--- src/rtl/note_recorder_if.sv ---
// Bus between the keyboard/sequencer side (master) and the song recorder (slave).
interface note_recorder_if #(
    parameter int DEPTH  = 64,
    parameter int NOTE_W = 5
);
    localparam int AW = $clog2(DEPTH);

    logic              en;
    logic [NOTE_W-1:0] note_in;
    logic              rec_btn;
    logic              stop_btn;
    logic              clear_btn;
    logic [AW-1:0]     rd_addr;
    logic [NOTE_W-1:0] rd_data;
    logic [AW:0]       length;
    logic [1:0]        state;
    logic              full;
    logic              beat;

    modport master (
        output en, note_in, rec_btn, stop_btn, clear_btn, rd_addr,
        input  rd_data, length, state, full, beat
    );

    modport slave (
        input  en, note_in, rec_btn, stop_btn, clear_btn, rd_addr,
        output rd_data, length, state, full, beat
    );
endinterface

--- src/rtl/note_recorder.sv ---
// Records one keyboard note per beat into a song buffer readable by beat index.
// Optional NOTE_RECORDER_TRIM_EN: drop trailing rests from the recorded length on stop.
module note_recorder #(
    parameter int DEPTH    = 64,
    parameter int NOTE_W   = 5,
    parameter int BEAT_DIV = 25_000_000
) (
    input logic           clk,
    input logic           rst,
    note_recorder_if.slave bus
);
    localparam int AW = $clog2(DEPTH);
    localparam int CW = (BEAT_DIV > 1) ? $clog2(BEAT_DIV) : 1;
    localparam logic [CW-1:0] CNT_LAST = CW'(BEAT_DIV - 1);
    localparam logic [AW:0]   LEN_FULL = (AW + 1)'(DEPTH);

    typedef enum logic [1:0] {
        S_IDLE  = 2'b00,
        S_ARMED = 2'b01,
        S_REC   = 2'b10
    } state_e;

    state_e            state_q, state_d;
    logic [AW:0]       len_q, len_d;
    logic              full_q, full_d;
    logic              beat_q, beat_d;
    logic [CW-1:0]     cnt_q, cnt_d;
    logic [NOTE_W-1:0] rd_data_q;
    logic [AW:0]       len_inc;

    logic              wr_en;
    logic [AW-1:0]     wr_addr;
    logic [NOTE_W-1:0] wr_data;

    logic [NOTE_W-1:0] mem [DEPTH];

`ifdef NOTE_RECORDER_TRIM_EN
    // Length the song would have if it ended right after its last non-rest beat.
    logic [AW:0]       last_q, last_d;
`endif

    assign len_inc = len_q + 1'b1;

    always_comb begin
        state_d = state_q;
        len_d   = len_q;
        full_d  = full_q;
        cnt_d   = cnt_q;
        beat_d  = 1'b0;
        wr_en   = 1'b0;
        wr_addr = len_q[AW-1:0];
        wr_data = bus.note_in;
`ifdef NOTE_RECORDER_TRIM_EN
        last_d  = last_q;
`endif
        if (bus.en) begin
            case (state_q)
                S_IDLE: begin
                    cnt_d = '0;
                    if (bus.rec_btn) begin
                        state_d = S_ARMED;
                        len_d   = '0;
                        full_d  = 1'b0;
                    end else if (bus.clear_btn) begin
                        len_d  = '0;
                        full_d = 1'b0;
                    end
                end
                S_ARMED: begin
                    cnt_d = '0;
                    if (bus.stop_btn) begin
                        state_d = S_IDLE;
                        len_d   = '0;
                    end else if (bus.note_in != '0) begin
                        wr_en   = 1'b1;
                        wr_addr = '0;
                        len_d   = (AW + 1)'(1);
                        state_d = S_REC;
`ifdef NOTE_RECORDER_TRIM_EN
                        last_d  = (AW + 1)'(1);
`endif
                    end
                end
                S_REC: begin
                    if (bus.stop_btn) begin
                        state_d = S_IDLE;
                        cnt_d   = '0;
`ifdef NOTE_RECORDER_TRIM_EN
                        len_d   = last_q;
`endif
                    end else if (cnt_q == CNT_LAST) begin
                        cnt_d  = '0;
                        wr_en  = 1'b1;
                        beat_d = 1'b1;
                        len_d  = len_inc;
`ifdef NOTE_RECORDER_TRIM_EN
                        if (bus.note_in != '0) begin
                            last_d = len_inc;
                        end
`endif
                        if (len_inc == LEN_FULL) begin
                            full_d  = 1'b1;
                            state_d = S_IDLE;
`ifdef NOTE_RECORDER_TRIM_EN
                            len_d   = last_d;
`endif
                        end
                    end else begin
                        cnt_d = cnt_q + 1'b1;
                    end
                end
                default: begin
                    state_d = S_IDLE;
                    cnt_d   = '0;
                end
            endcase
        end
    end

    always_ff @(posedge clk) begin
        if (rst) begin
            state_q <= S_IDLE;
            len_q   <= '0;
            full_q  <= 1'b0;
            beat_q  <= 1'b0;
            cnt_q   <= '0;
`ifdef NOTE_RECORDER_TRIM_EN
            last_q  <= '0;
`endif
        end else begin
            state_q <= state_d;
            len_q   <= len_d;
            full_q  <= full_d;
            beat_q  <= beat_d;
            cnt_q   <= cnt_d;
`ifdef NOTE_RECORDER_TRIM_EN
            last_q  <= last_d;
`endif
        end
    end

    // Song storage is not cleared on reset; the length mask hides stale entries.
    always_ff @(posedge clk) begin
        if (wr_en) begin
            mem[wr_addr] <= wr_data;
        end
    end

    always_ff @(posedge clk) begin
        if (rst) begin
            rd_data_q <= '0;
        end else if ({1'b0, bus.rd_addr} < len_q) begin
            rd_data_q <= mem[bus.rd_addr];
        end else begin
            rd_data_q <= '0;
        end
    end

    assign bus.rd_data = rd_data_q;
    assign bus.length  = len_q;
    assign bus.state   = state_q;
    assign bus.full    = full_q;
    assign bus.beat    = beat_q;
endmodule
--- src/flat_wrapper.sv ---
// flat-port wrapper written by rule: the top's interface ports become plain ports
module note_recorder_flat 
#(
    parameter int DEPTH    = 64,
    parameter int NOTE_W   = 5,
    parameter int BEAT_DIV = 25_000_000
)
  (clk, rst, bus_en, bus_note_in, bus_rec_btn, bus_stop_btn, bus_clear_btn, bus_rd_addr, bus_rd_data, bus_length, bus_state, bus_full, bus_beat);
  note_recorder_if #(.DEPTH(DEPTH), .NOTE_W(NOTE_W)) bus_i ();
  input logic clk;
  input logic rst;
  input wire logic [$bits(bus_i.en)-1:0] bus_en;
  input wire logic [$bits(bus_i.note_in)-1:0] bus_note_in;
  input wire logic [$bits(bus_i.rec_btn)-1:0] bus_rec_btn;
  input wire logic [$bits(bus_i.stop_btn)-1:0] bus_stop_btn;
  input wire logic [$bits(bus_i.clear_btn)-1:0] bus_clear_btn;
  input wire logic [$bits(bus_i.rd_addr)-1:0] bus_rd_addr;
  output wire logic [$bits(bus_i.rd_data)-1:0] bus_rd_data;
  output wire logic [$bits(bus_i.length)-1:0] bus_length;
  output wire logic [$bits(bus_i.state)-1:0] bus_state;
  output wire logic [$bits(bus_i.full)-1:0] bus_full;
  output wire logic [$bits(bus_i.beat)-1:0] bus_beat;
  assign bus_i.en = bus_en;
  assign bus_i.note_in = bus_note_in;
  assign bus_i.rec_btn = bus_rec_btn;
  assign bus_i.stop_btn = bus_stop_btn;
  assign bus_i.clear_btn = bus_clear_btn;
  assign bus_i.rd_addr = bus_rd_addr;
  assign bus_rd_data = bus_i.rd_data;
  assign bus_length = bus_i.length;
  assign bus_state = bus_i.state;
  assign bus_full = bus_i.full;
  assign bus_beat = bus_i.beat;
  note_recorder #(.DEPTH(DEPTH), .NOTE_W(NOTE_W), .BEAT_DIV(BEAT_DIV)) u_core (.clk(clk), .rst(rst), .bus(bus_i));
endmodule
--- config.mk ---
export PLATFORM = sky130hd
export DESIGN_NAME = note_recorder_flat
export DESIGN_NICKNAME = d
export VERILOG_FILES = /design/src/rtl/note_recorder_if.sv /design/src/rtl/note_recorder.sv /design/src/flat_wrapper.sv
export SDC_FILE = /design/constraint.sdc
export NUM_CORES = 1
export LEC_CHECK = 0
export BUFFER_PORTS_ARGS = -buffer_cell sky130_fd_sc_hd__buf_2
export CAP_MARGIN = 0
export CORE_MARGIN = 1
export CORE_UTILIZATION = 55
export CTS_BUF_LIST = sky130_fd_sc_hd__clkbuf_16
export CTS_CLUSTER_DIAMETER = 200
export DETAILED_ROUTE_END_ITERATION = 7
export GPL_TIMING_DRIVEN = 1
export PLACE_DENSITY = 0.73
export SLEW_MARGIN = 20
export SYNTH_ARGS = -nofsm -noshare
export SYNTH_HDL_FRONTEND = slang
export SYNTH_SLANG_ARGS = --single-unit
--- constraint.sdc ---
create_clock -name clk -period 4 [get_ports clk]
set_input_delay 0.8 -clock clk [delete_from_list [all_inputs] [get_ports clk]]
set_output_delay 0.8 -clock clk [all_outputs]
set_load 0.05 [all_outputs]
==> metrics.txt <==
final hold viol count=0; CTS max path bufs=3; share of the synthesized area in the top cell type=64.7%; CTS tree=done; Horiz. Die Dim=166 um; leading area contributor after synthesis=edfxtp_1; main area contributors after synthesis=edfxtp_1 65%, mux4_2 11%, dfxtp_1 5.5%, nor2_1 2.7%, mux2i_1 1.6%; failing checks=DRC; CP peak stage delay=610 ps; FMAX=297 MHz; max-cap violations=0; CP required=4200 ps; crit-path max FO=9; Inserted Clock Buffers=37; Final period util=84.3%; 1st-pass router iterations=7; Static Leakage=5.36 nW; fraction of layout cells with a size suffix above 1=21.0%; number of nets in the layout=1001; Core Rows=59; synthesized flop and latch total=361; input/output buffers=32; die height=166 um; worst path cell trace=or4b_4 -> nor4_4 -> nand3_2 -> or4_4 -> or3_1 -> nor2_2; # diodes=0; DR vias/cell=6.38; CTS Hold Buffers Added=0; Startpoint Class=flop; initial antenna violation count=0; GRT Util Overall=24.6%; Max Clock Skew=20.2 ps; setup ws final=629 ps; root buf cell=clkbuf_16; Tightest Pin Transition=947 ps; Synth Instances=914; Routed Antenna Nets=0; initial DRC count=1033; Distinct cells, synth=59; final setup fails=0; run status=finished with violations; crit path kind=flop to flop; starting density of the core=56.5%; routability cong.=0.841; GR Overflow Total=0; Core ar.=26300 um^2; Die ar.=27700 um^2; final WL=33000 um; RSZ-0062 raised after global routing=false; first-pass GRT wire length=50700 um; Worst Hold Class=flop to flop; synthesized area=14800 um^2; Tot Pwr=7.95 mW; Max VDD drop=0.361 mV; CP arrival=3570 ps; number of flops mapped to enable cells by yosys=320; Slowest-stage cell, CP=or4_4; Min Clock Period, post-route=3370 ps; main flop type after synthesis=edfxtp_1; count of pins over their slew limit=0; DR WL/cell=24.7 um; Skew-Pair Late Insertion Delay=520 ps; top-count cell post-synth=edfxtp_1; syn_area_per_cell=16.2 um^2; DP Worst Slack=244 ps; number of global-route vias before repair=8437; commonest cells in the netlist=320 x edfxtp_1, 105 x nor2_1, 72 x mux4_2; clock sinks=361; syn_nets=942; largest net degree at the start of global routing=65; post-synthesis sequential area ratio=70.2%; DR vias=8499; Synth async-reset ratio=0%; DP HPWL=20700 um; final core occ=63.7%; Setup Fix Bufs, Post-CTS=0; Clk pin slew, worst setup/hold paths=60 ps; warning count from the yosys run=0; Max transition margin=36.9%; H-tree levels=2; PostCTS Resize Cnt=0; setup TNS=0 ps; Area Overhead vs Synth=12.7%; crit end category=flop; DRC Markers=1; io pins=33; Power Density=475 nW/um^2
-- per-stage QoR --
| stage | instances | area, um^2 | hold slack (ps) |
|---|---|---|---|
| 4_1_cts | 1333 | 16700 | 499 |
| 2_1_floorplan | 914 | 14800 | 463 |
| 6_report | 1333 | 16700 | 497 |
| 3_5_place_dp | 1269 | 15500 | 487 |
| 3_3_place_gp | 1269 | 15500 | 462 |
| 5_1_grt | 1333 | 16700 | 535 |
-- report_power, final --
part | leakage [nW] | switching, mW | internal, mW
Combinational | 1.52 | 0.246 | 0.130
Clock | 0.631 | 1.38 | 2.08
Sequential | 3.21 | 0.00428 | 4.10
-- path summary, 6_finish.rpt --
| kind | endpoint | cells past startpoint | from | slack, ps |
|---|---|---|---|---|
| worst max-delay path | u_core.mem[28][1]$_DFFE_PP_ | 6 | u_core.cnt_q[15]$_SDFFE_PP0P_ | 630 |
| worst min-delay path | u_core.bus.full$_SDFFE_PP0P_ | 2 | u_core.bus.full$_SDFFE_PP0P_ | 500 |
| worst max register to register | u_core.mem[28][1]$_DFFE_PP_ | 6 | u_core.cnt_q[15]$_SDFFE_PP0P_ | 630 |
| worst min register to register | u_core.bus.full$_SDFFE_PP0P_ | 2 | u_core.bus.full$_SDFFE_PP0P_ | 500 |
-- layout make-up --
| class | instances | area, um^2 |
|---|---|---|
| fill | 1863 | 9540 |
| multi-input combinational | 492 | 4180 |
| sequential | 361 | 10400 |
| clock inverter | 25 | 249 |
| clock buffer | 39 | 976 |
| inverter | 14 | 52.6 |
| timing repair buffer | 67 | 438 |
| tap | 335 | 419 |
-- cells in the final DEF, fill, tap and decap left out, types with 5 or more instances in the layout --
cell       instances
a211oi_1           5
a21oi_1           24
a22oi_1           24
buf_2             31
buf_4             35
bufinv_16          5
clkbuf_16         39
clkinv_2           5
dfxtp_1           41
edfxtp_1         320
ha_1              11
inv_1             23
mux2i_1           23
mux4_2            72
nand2_1           35
nand2b_1          12
nand3_1           21
nand4_1           12
nor2_1           105
nor2_2             6
nor3_1            19
nor4_1             9
o21ai_0           12
o22ai_1            5
or2_2              6
or4_1              5
xnor2_1           12
xor2_1            11
-- worst max-delay path: cells and delay by family, from the launching register on --
family	cells	cell delay, ps
simple gates	6	2700
flops	1	360
-- per-layer routing --
metal  share of wire, %  vias up  GRT usage, %
li1                   -     3721             -
met1                 41     4277          36.2
met2                 47      440          38.3
met3                8.9       61          4.19
met4                2.6        0          7.37
met5                  0        -             0
-- state kept, by name (all words and copies together), names as in the netlist --
| signal | count |
|---|---|
| u_core.bus.length | 7 |
| u_core.cnt_q | 25 |
| u_core.mem | 320 |
| u_core.bus.full | 1 |
| u_core.bus.state | 2 |
| u_core.bus.beat | 1 |
| u_core.bus.rd_data | 5 |
-- kinds of logic (layout without fill, tap and decap cells) --
group	Yosys count	count (layout)	share of synthesized area, %
AO/OA/AOI/OAI	98	98	4.46
XOR/XNOR	23	23	1.36
buffers and inverters	61	145	1.64
AND/OR/NAND/NOR	265	265	8.91
flip-flops	361	361	70.2
multiplexers	95	95	12.5
adder cells (fa/ha/maj)	11	11	0.927
No activity file was read; power rests on OpenSTA's default activity.
